--- src/rtl/serial_adder_pkg.sv ---
// Shared definitions for the bit-serial adder: FSM state codes, default width
// and the bit-counter width helper.
package serial_adder_pkg;

    localparam int unsigned DEF_WIDTH = 4;

    typedef logic [1:0] state_t;

    localparam state_t IDLE = 2'd0;
    localparam state_t RUN  = 2'd1;
    localparam state_t DONE = 2'd2;

    function automatic int unsigned cnt_w(input int unsigned width);
        return $clog2(width) + 1;
    endfunction

endpackage

--- src/rtl/serial_adder_full_adder.sv ---
// Single-bit full adder cell driven one bit per cycle by serial_adder.
module full_adder (
    input  logic x,
    input  logic y,
    input  logic c_in,
    output logic sum,
    output logic c_out
);

    assign sum   = x ^ y ^ c_in;
    assign c_out = (x & y) | (c_in & (x ^ y));

endmodule

--- src/rtl/serial_adder.sv ---
// Bit-serial adder controller: one full_adder cell, LSB first, WIDTH cycles per op.
// Optional two's-complement overflow output enabled by SERIAL_ADDER_OVF_EN.
module serial_adder
    import serial_adder_pkg::*;
#(
    parameter int unsigned WIDTH = DEF_WIDTH
) (
    input  logic             clk,
    input  logic             rst,
    input  logic             in_valid,
    output logic             in_ready,
    input  logic [WIDTH-1:0] a,
    input  logic [WIDTH-1:0] b,
    input  logic             c_in,
    output logic             out_valid,
    input  logic             out_ready,
    output logic [WIDTH-1:0] sum,
    output logic             c_out
`ifdef SERIAL_ADDER_OVF_EN
    ,
    output logic             ovf
`endif
);

    localparam int unsigned CNT_W = cnt_w(WIDTH);
    localparam logic [CNT_W-1:0] LAST = CNT_W'(WIDTH - 1);

    state_t           state;
    logic [WIDTH-1:0] a_sh;
    logic [WIDTH-1:0] b_sh;
    logic [WIDTH-1:0] sum_sh;
    logic [WIDTH-1:0] sum_next;
    logic             carry;
    logic [CNT_W-1:0] cnt;
    logic             fa_sum;
    logic             fa_cout;

    full_adder u_fa (
        .x    (a_sh[0]),
        .y    (b_sh[0]),
        .c_in (carry),
        .sum  (fa_sum),
        .c_out(fa_cout)
    );

    // Shift form avoids a [WIDTH-1:1] slice, which is empty when WIDTH == 1.
    assign sum_next  = (sum_sh >> 1) | (WIDTH'(fa_sum) << (WIDTH - 1));
    assign in_ready  = (state == IDLE) && !rst;
    assign out_valid = (state == DONE);

    always_ff @(posedge clk) begin
        if (rst) begin
            state  <= IDLE;
            a_sh   <= '0;
            b_sh   <= '0;
            sum_sh <= '0;
            carry  <= 1'b0;
            cnt    <= '0;
            sum    <= '0;
            c_out  <= 1'b0;
`ifdef SERIAL_ADDER_OVF_EN
            ovf    <= 1'b0;
`endif
        end else begin
            case (state)
                IDLE: begin
                    if (in_valid) begin
                        a_sh   <= a;
                        b_sh   <= b;
                        carry  <= c_in;
                        cnt    <= '0;
                        sum_sh <= '0;
                        state  <= RUN;
                    end
                end
                RUN: begin
                    a_sh   <= a_sh >> 1;
                    b_sh   <= b_sh >> 1;
                    sum_sh <= sum_next;
                    carry  <= fa_cout;
                    cnt    <= cnt + 1'b1;
                    if (cnt == LAST) begin
                        sum   <= sum_next;
                        c_out <= fa_cout;
`ifdef SERIAL_ADDER_OVF_EN
                        // carry still holds the carry into the MSB on this edge
                        ovf   <= carry ^ fa_cout;
`endif
                        state <= DONE;
                    end
                end
                DONE: begin
                    if (out_ready) begin
                        state <= IDLE;
                    end
                end
                default: state <= IDLE;
            endcase
        end
    end

endmodule

--- config.mk ---
export PLATFORM = sky130hd
export DESIGN_NAME = serial_adder
export DESIGN_NICKNAME = d
export VERILOG_FILES = /design/src/rtl/serial_adder_pkg.sv /design/src/rtl/serial_adder_full_adder.sv /design/src/rtl/serial_adder.sv
export SDC_FILE = /design/constraint.sdc
export NUM_CORES = 1
export LEC_CHECK = 0
export ABC_CLOCK_PERIOD_IN_PS = 1400
export CORE_ASPECT_RATIO = 1.75
export CORE_MARGIN = 2
export CORE_UTILIZATION = 25
export CTS_CLUSTER_SIZE = 24
export DETAILED_ROUTE_END_ITERATION = 10
export PLACE_DENSITY = 0.52
export REMOVE_ABC_BUFFERS = 1
export SETUP_SLACK_MARGIN = 0.05
export SYNTH_ARGS = -nofsm -noshare
export SYNTH_HDL_FRONTEND = slang
export SYNTH_HIERARCHICAL = 1
export SYNTH_SLANG_ARGS = --single-unit
export TNS_END_PERCENT = 5
--- constraint.sdc ---
create_clock -name clk -period 1.4 [get_ports clk]
set_input_delay 0.28 -clock clk [delete_from_list [all_inputs] [get_ports clk]]
set_output_delay 0.28 -clock clk [all_outputs]
set_load 0.05 [all_outputs]
* After elaboration in Yosys (flattened, before gate mapping) *
Index checks and enable logic that the tools add are counted.

word-level totals
  bits in registers = 23
  input port bits = 13
  output and inout bits = 7
  logic and storage cells = 42

cells by class
  add/subtract/negate cells = 1
  equal/unequal tests = 6
  multiplexer cells = 14
  bitwise gates (word level) = 6
  reductions and logical operators = 7

operators with widths
  cell                 number
  $pmux 4 s2           3
  $mux 4               3
  $mux 2               3
  $pmux 2 s3           1
  $pmux 3 s2           1
  $ne 2x2->1 const B   2
  $or 3x4->4           1
  $reduce_and 2->1     2
  $add 3x1->3 const B  1
  $eq 3x2->1 const B   1
  $mux 3               1
  $reduce_and 3->1     1
  $and 1x1->1          2
  $eq 2x1->1 const B   1
  $eq 2x2->1 const B   1
  $logic_not 2->1      1
  $ne 2x1->1 const B   1
  $pmux 1 s2           1
  $reduce_bool 2->1    1
  $xor 1x1->1          2
  $logic_and 1x1->1    1
  $logic_not 1->1      1
  $mux 1               1
  $or 1x1->1           1

* Longest topological paths before layout *
Gate-level depths: netlist (run 1).

  depth in word-level cells = 4
  gate-level depth with buffers = 5
  depth with buffers taken out = 5

* Cells and area by module *
The synthesis (run 1) kept the hierarchy.

by module, submodules not included
  module        times used  cells each  area an instance (um^2)  seq. area each (um^2)
  serial_adder  1           102         979.7                    440.4
  full_adder    1           1           20.0                     0.0

* Worst setup path after synthesis (run 1) *
No wires, ideal clock.

  kind = register to output
  start = register state[1]
  end = output in_ready
  data arrival time = 1553 ps
  data required time = 1120 ps
  setup slack = -433 ps
  stages on the path, launching flop included = 3
  path buffers = 1
  path through = dfxtp_1 buf_6 nor3_1

on the way
  cells in the longest elaborated chain, start to end = 2

RTL lines
  item                    line                source
  start, declared         serial_adder.sv:28  state_t state;
  start signal, assigned  serial_adder.sv:53  state <= IDLE;
  start signal, assigned  serial_adder.sv:73  state <= RUN;
  start signal, assigned  serial_adder.sv:89  state <= DONE;
  $logic_not 2->1         serial_adder.sv:48  assign in_ready = (state == IDLE) && !rst;
  $logic_and 1x1->1       serial_adder.sv:48
  end, declared           serial_adder.sv:11  output logic in_ready,

No other way between the ends.

* Final worst setup path (run 1) *
Same ends and word-level chain as after synthesis.

==> results.cfg, run 1 <==
[final_layout]
synthToLayoutAreaGrowth_pct = 41.1
fin_area_um2 = 1410
drive_above_1_share_pct = 29.5
n_fill_cell = 395
utilization_pct = 36.5
diodes = 0
final_nets = 146

[global_route]
track_usage_pct = 9.64
grt_pass1_wl_um = 3350
antenna_found_initial = 0
grt_max_degree = 23
grt_pass1_vias = 780
grt_overflow = 0

[sta]
slew_viol_final = 0
fin_ws_ps = 78.1
clock_skew_ps = 1.51
relSlewSlack_pct = 77.4
worst_hold_slack_ps = 484
hold_viol_final = 0
rsz0062_at_grt = yes
fin_crit_sh_pct = 94.4
worstMarginPinSlew_ps = 338
max_freq_mhz = 756
period_minus_slack_ps = 1320
setup_viol = 0

[run]
max_cap_violations = 0

[pwr]
finalPower_mw = 1.33
seqPwrFrac_pct = 51.1
ir_worst_vdd_uv = 377
p_leak_nw = 0.533
swShare_pct = 23.2
internal_power_mw = 1.02
p_switching_mw = 0.308
p_clk_share_pct = 33.4
p_per_area_nw_per_um2 = 940
pwr-share-comb_pct = 15.5

[synth]
yosys-top-cells-count = 22 x dfxtp_1, 14 x a21oi_1, 10 x nor2_1, 9 x inv_1
synth_largest_area_cell = dfxtp_1
synth-seq-cells = 22
netlist_top_cells_area = dfxtp_1 44%, a21oi_1 7.0%, o221a_2 6.8%, a22oi_1 4.5%, nor2_1 3.8%
synth-main-ff-cell = dfxtp_1
synth_most_common_cell = dfxtp_1
seq_area_frac_synth_pct = 44.1
ys_async_sr_fraction_pct = 0
synth.avg_cell_area_um2 = 9.71
yosysWarningCount = 6
synth-edff-count = 0
synth_cells = 103
syn-cell-area_um2 = 1000
synth.distinct_cells = 26
synth_top_area_share_pct = 44.1

[clocking]
clk_latency_ps = 250
clock_path_buffers = 2
cts.sinks = 22
cts_tree = built
root_buffer = clkbuf_8
cts_buffers = 3
h-tree-depth = 1
clk_pin_slew_ps = 80

[worst_setup_path]
worstPathMaxFanout = 4
crit_required_ps = 1120
worstSetupPathType = flop to output pin
critPathBufInv = 2
critPathLaunchType = flop
path_cells = nor3_2, buf_4, buf_12
cp-end-kind = output pin
crit_family = flip-flops
arrival_ps = 1040
cp_slowest_cell = dfxtp_2
cp_slowest_stage_delay_ps = 350

[die]
die_height_um = 87.7
fp.coreArea_um2 = 3870
die_w_um = 51.8
row_count = 30
start_util_pct = 25.9
ios = 20
fp.dieArea_um2 = 4540

[drt]
num_vias = 781
drt_iter0_drc = 9
detail_route.first_pass.iterations = 4
via_per_inst = 4.41
post_drt_wl_per_cell_um = 11.4
drc = 0
final_antenna_net_count = 0
drt-total-wl_um = 2020

[placed_design]
globalplace.congestion = 0.779
port_buffers = 19
pre_cts_ws_ps = -98.8
hpwl_um = 1500
place_area_um2 = 1300

[status]
outcome = complete, no violations

[min_path]
hold_class = flop to flop
[placed cells by master (no fill, tap or decap), types with 4 or more instances in the layout]
master / instances
a21oi_1: 14
a22oi_1: 6
buf_12: 8
buf_4: 8
clkbuf_8: 4
clkdlybuf4s50_1: 11
dfxtp_1: 20
inv_1: 9
nand2_1: 5
nand3_1: 5
nor2_1: 10
o221a_2: 6
[layout make-up]
class                      instances  area [µm²]  share of cell area (%)
timing repair buffer              28         339                    24.0
sequential                        22         445                    31.6
inverter                           9        33.8                    2.40
multi-input combinational         66         477                    33.8
clock buffer                       4        55.1                    3.90
tap                               48        60.1                    4.26
[logic make-up after synthesis]
family                     share of synthesized area [%]
buffers and inverters                               9.51
and+or+nand+nor                                     17.8
AOI/OAI and AO/OA                                   22.2
muxes                                               2.00
adders and majority gates                           4.51
DFF                                                 44.1
[power groups by stage]
stage	combinational (mW)	clock, mW	sequential (mW)
after global placement	0.189	0	0.691
after floorplan	0.0986	0	0.692
after detailed placement	0.193	0	0.691
final	0.206	0.443	0.677
after CTS	0.193	0.457	0.678
after global routing	0.227	0.476	0.681
[worst reg2reg max path, stage by stage (launching register included)]
cell,delay (ps)
dfxtp_4,370
buf_4,130
buf_4,170
nor2_2,150
nor2_4,70
o221a_2,260
[through the flow]
stage / instances / setup TNS [ps]
2_1_floorplan: 97 / -1220
3_3_place_gp: 170 / -459
3_5_place_dp: 170 / -905
4_1_cts: 174 / 0
5_1_grt: 177 / 0
6_report: 177 / 0
[per-layer routing]
layer  track usage [%]  vias up  routed length (µm)  part of all wire [%]
met2              17.1       15                1070                    53
met4              5.74        0                  51                   2.5
met5                 0        -                   0                     0
li1                  -      411                   -                     -
met3              1.37        4                  63                   3.1
met1              10.5      351                 840                    42
[sequential cells by signal (all words and copies together) (netlist names)]
name / flops
carry: 1
a_sh: 4
b_sh: 4
sum: 4
sum_sh: 3
c_out: 1
cnt: 3
state: 2
[path summary, 6_finish.rpt]
kind / startpoint / to / slack [ps] / cells past startpoint
setup reg to reg: state[0] / a_sh[0] / 150 / 5
hold reg to reg: sum_sh[1] / sum[0] / 480 / 2
setup / recovery: state[1] / in_ready / 80 / 3
hold / removal: sum_sh[1] / sum[0] / 480 / 2
[what timing repair did]
| item | CTS | global route |
|---|---|---|
| pin swaps | 0 | 0 |
| buffers inserted | 0 | 3 |
| hold buffers | 0 | 0 |
| endpoints found under the setup margin | 2 | 2 |
| resized for setup | 3 | 4 |
Note: power is estimated with default switching activity, not from simulation.
==> inputs of run 2 (changes only) <==
--- a/config.mk
+++ b/config.mk
@@ -8,10 +8,11 @@
 export ABC_CLOCK_PERIOD_IN_PS = 1400
 export CORE_ASPECT_RATIO = 1.75
 export CORE_MARGIN = 2
-export CORE_UTILIZATION = 25
+export CORE_UTILIZATION = 40
+export CTS_CLUSTER_DIAMETER = 60
 export CTS_CLUSTER_SIZE = 24
 export DETAILED_ROUTE_END_ITERATION = 10
-export PLACE_DENSITY = 0.52
+export PLACE_DENSITY = 0.72
 export REMOVE_ABC_BUFFERS = 1
 export SETUP_SLACK_MARGIN = 0.05
 export SYNTH_ARGS = -nofsm -noshare
==> results.cfg, run 2 (same netlist as run 1, synthesis figures left out) <==
[worst_setup_path]
arrival_ps = 1050
reg2reg_depth = 5
regToRegSetupSlack_ps = 190
worstSetupPathType = flop to output pin
cp-end-kind = output pin
crit_path_start = state[1]
crit_required_ps = 1120
worstPathMaxFanout = 4
r2r-end = a_sh[0]
regToRegStartpoint = state[1]
endpoint = out_valid
critPathLaunchType = flop

[clocking]
root_buffer = clkbuf_8
cts.sinks = 22
cts_tree = built
clock_path_buffers = 2
clk_latency_ps = 250
clk_pin_slew_ps = 80
cts_buffers = 3
h-tree-depth = 1

[drt]
detail_route.first_pass.iterations = 4
post_drt_wl_per_cell_um = 12.7
num_vias = 778
final_antenna_net_count = 0
via_per_inst = 5.12
drt_iter0_drc = 18
drc = 0
drt-total-wl_um = 1930

[die]
start_util_pct = 41.1
fp.dieArea_um2 = 2930
row_count = 24
die_height_um = 70.1
ios = 20
fp.coreArea_um2 = 2430
die_w_um = 41.8

[final_layout]
synthToLayoutAreaGrowth_pct = 33.3
final_nets = 144
drive_above_1_share_pct = 27.0
final_cell_mix = 21 x dfxtp_1, 14 x a21oi_1, 11 x clkdlybuf4s50_1
final_common_cell = dfxtp_1
diodes = 0
reg_top3 = a_sh x4, b_sh x4, sum x4
n_fill_cell = 225

[global_route]
grt_pass1_wl_um = 3260
track_usage_pct = 14.0
grt_max_degree = 23
grt_overflow = 0
grt_pass1_vias = 751
antenna_found_initial = 0

[min_path]
hold_class = flop to flop
holdPathStages = 2

[pwr]
p_clk_share_pct = 30.3
p_switching_mw = 0.303
finalPower_mw = 1.25
pwr-share-comb_pct = 15.6
internal_power_mw = 0.952
swShare_pct = 24.1
p_leak_nw = 0.509
p_per_area_nw_per_um2 = 942
ir_worst_vdd_uv = 474
seqPwrFrac_pct = 54.1

[placed_design]
globalplace.congestion = 0.725
port_buffers = 19
hpwl_um = 1500

[sta]
max_freq_mhz = 752
slew_viol_final = 0
worstMarginPinSlew_ps = 302
clock_skew_ps = 3.32
fin_crit_sh_pct = 94.9
period_minus_slack_ps = 1330
setup_viol = 0
relSlewSlack_pct = 79.8
rsz0062_at_grt = yes
hold_viol_final = 0
worst_hold_slack_ps = 475

[run]
max_cap_violations = 0

[status]
outcome = complete, no violations
==> run 2: how the worst min path moves through the flow <==
stage          startpoint  slack, ps     end
4_1_cts         sum_sh[1]        470  sum[0]
6_report        sum_sh[1]        480  sum[0]
3_5_place_dp    sum_sh[1]        460  sum[0]
3_3_place_gp    sum_sh[1]        450  sum[0]
2_1_floorplan         rst        350   c_out
5_1_grt         sum_sh[3]        510  sum[2]
==> run 2: stage by stage <==
| stage | setup slack [ps] | instances | TNS (ps) | cell area [µm²] | utilization [%] |
|---|---|---|---|---|---|
| 2_1_floorplan | -456 | 97 | -1220 | 938 | - |
| 3_3_place_gp | -59.8 | 149 | -443 | 1280 | 52.8 |
| 3_5_place_dp | -85.2 | 149 | -645 | 1280 | 52.8 |
| 4_1_cts | 43.8 | 152 | 0 | 1330 | 54.7 |
| 5_1_grt | 40.2 | 152 | 0 | 1330 | 54.8 |
| 6_report | 70.9 | 152 | 0 | 1330 | 54.8 |
==> run 2: repair_timing <==
action                     in CTS  in global routing
setup buffers                   0                  0
resized for setup               3                  1
hold buffers                    0                  0
pin swaps                       0                  1
setup endpoints to repair       2                  3
gates cloned                    0                  0
==> run 2: power groups by stage <==
stage | sequential [mW] | combinational (mW) | clock [mW]
after global placement | 0.691 | 0.191 | 0
after floorplan | 0.692 | 0.0986 | 0
final | 0.678 | 0.196 | 0.381
after global routing | 0.683 | 0.215 | 0.411
after CTS | 0.678 | 0.196 | 0.396
after detailed placement | 0.692 | 0.195 | 0
==> run 2: per-layer routing <==
| layer | track usage (%) | vias to the layer above | wire length (µm) |
|---|---|---|---|
| met3 | 2.33 | 4 | 46 |
| met4 | 6.45 | 0 | 37 |
| met1 | 17.3 | 358 | 857 |
| li1 | - | 406 | - |
| met5 | 0 | - | 0 |
| met2 | 23.3 | 10 | 990 |
==> run 2: cell type report <==
| class | count | area, µm² | area share, % |
|---|---|---|---|
| Inverter | 9 | 33.8 | 2.54 |
| Timing Repair Buffer | 26 | 312 | 23.4 |
| Multi-Input combinational cell | 66 | 472 | 35.4 |
| Tap cell | 26 | 32.5 | 2.44 |
| Sequential cell | 22 | 442 | 33.1 |
| Clock buffer | 3 | 41.3 | 3.10 |
==> run 2: worst max-delay path: stages, from the launching register on <==
cell     delay (ps)
dfxtp_1         400
nor2b_2         240
buf_12          160
==> inputs of run 3 (changes only) <==
--- a/config.mk
+++ b/config.mk
@@ -13,7 +13,6 @@
 export CTS_CLUSTER_SIZE = 24
 export DETAILED_ROUTE_END_ITERATION = 10
 export PLACE_DENSITY = 0.72
-export REMOVE_ABC_BUFFERS = 1
 export SETUP_SLACK_MARGIN = 0.05
 export SYNTH_ARGS = -nofsm -noshare
 export SYNTH_HDL_FRONTEND = slang
==> results.cfg, run 3 (same netlist as run 1, synthesis figures left out) <==
[status]
outcome = complete, no violations

[sta]
slew_viol_final = 0
worstMarginPinSlew_ps = 322
max_freq_mhz = 747
hold_viol_final = 0
fin_crit_sh_pct = 95.6
rsz0062_at_grt = yes
clock_skew_ps = 3.33
fin_setup_tns_ps = 0
setup_viol = 0
relSlewSlack_pct = 78.4
period_minus_slack_ps = 1340
fin_ws_ps = 61.1

[clocking]
cts.sinks = 22
root_buffer = clkbuf_8
cts_hold_buf = 0
cts_buffers = 3
clock_path_buffers = 2
clk_pin_slew_ps = 70
clk_latency_ps = 260
h-tree-depth = 1
cts_tree = built

[min_path]
whs_endpoint = sum[0]
hold_class = flop to flop
holdPathStages = 2
hold_start = sum_sh[1]

[die]
row_count = 24
die_height_um = 70.1
start_util_pct = 41.1
fp.dieArea_um2 = 2930
ios = 20
fp.coreArea_um2 = 2430
die_w_um = 41.8

[global_route]
grt_pass1_vias = 796
grt_overflow = 0
grt_pass1_wl_um = 3390
grt_max_degree = 23
antenna_found_initial = 0
track_usage_pct = 14.9

[pwr]
p_leak_nw = 0.515
p_per_area_nw_per_um2 = 939
ir_worst_vdd_uv = 610
finalPower_mw = 1.26

[worst_setup_path]
path_cells = nor3_4, buf_12
regToRegStartpoint = state[0]
critPathLaunchType = flop
crit_family = flip-flops
arrival_ps = 1060
cp-end-kind = output pin
cp_slowest_stage_delay_ps = 390
cp_slowest_cell = dfxtp_1
reg2reg_depth = 4
crit_required_ps = 1120
regToRegSetupSlack_ps = 160
worstPathMaxFanout = 5
critPathBufInv = 1
r2r-end = b_sh[1]
worstSetupPathType = flop to output pin

[final_layout]
synthToLayoutAreaGrowth_pct = 34.0
n_fill_cell = 221
multi_input_area_um2 = 483
reg_top3 = a_sh x4, b_sh x4, sum x4
diodes = 0
fin_area_um2 = 1340
final_nets = 143
final_common_cell = dfxtp_1
utilization_pct = 55.1
drive_above_1_share_pct = 26.4
ff_latch_area_um2 = 442
final_cell_mix = 21 x dfxtp_1, 14 x a21oi_1, 11 x clkdlybuf4s50_1

[placed_design]
pre_cts_ws_ps = -96.1
place_area_um2 = 1280
hpwl_um = 1500
globalplace.congestion = 0.778
port_buffers = 19

[drt]
detail_route.first_pass.iterations = 4
drt-total-wl_um = 1950
drt_iter0_drc = 19
num_vias = 816
post_drt_wl_per_cell_um = 12.9
drc = 0
final_antenna_net_count = 0
via_per_inst = 5.40

[run]
max_cap_violations = 0

[synth]
synth_nets = 119
run 3: cell count changes in the layout (fill, tap and decap cells not counted):
cell	delta
buf_4	-1
dlygate4sd2_1	-1
dlymetal6s2s_1	+1
nor2b_2	-1
nor2b_4	+1
nor3_2	-1
nor3_4	+1
run 3: worst max-delay path by stage:
stage	startpoint	end	slack (ps)	depth (start not counted)
floorplan	state[1]	in_ready	-10	2
global placement	in_valid	a_sh[1]	-70	4
detailed placement	in_valid	a_sh[0]	-100	4
CTS	rst	in_ready	-20	3
global route	state[0]	in_ready	20	2
finish	state[0]	in_ready	60	2
run 3: cell type report:
type	count	share of cell area, %
Clock buffer	3	3.08
Inverter	9	2.52
Multi-Input combinational cell	66	36.0
Sequential cell	22	33.0
Tap cell	26	2.43
Timing Repair Buffer	25	23.0
run 3: timing repair:
item	CTS	global route
buffers inserted	0	0
gates cloned	0	0
setup endpoints to repair	2	2
resized for setup	2	2
pin swaps	0	1
run 3: power by group:
group / switching, mW / leakage (nW) / internal, mW / total (mW)
combinational: 0.0921 / 0.313 / 0.104 / 0.196
clock: 0.192 / 0.0216 / 0.192 / 0.384
sequential: 0.0234 / 0.180 / 0.656 / 0.679
total: 0.307 / 0.515 / 0.952 / 1.26
run 3: per-stage QoR:
| stage | hold WS [ps] | cells |
|---|---|---|
| finish | 474 | 151 |
| global route | 504 | 151 |
| CTS | 475 | 151 |
| detailed placement | 463 | 148 |
| global placement | 463 | 148 |
| floorplan | 428 | 103 |
run 3: layer usage:
layer | routed length (µm) | GRT usage (%) | vias to the layer above
met5 | 0 | 0 | -
met2 | 1040 | 26.0 | 21
met3 | 69 | 3.10 | 6
met4 | 56 | 7.53 | 0
li1 | - | - | 405
met1 | 784 | 16.5 | 384
run 3: worst reg2reg max path: stages, from the launching register on:
cell     delay, ps
dfxtp_1        490
buf_4          250
nor2_2          70
nor2_4         160
o221a_1        210
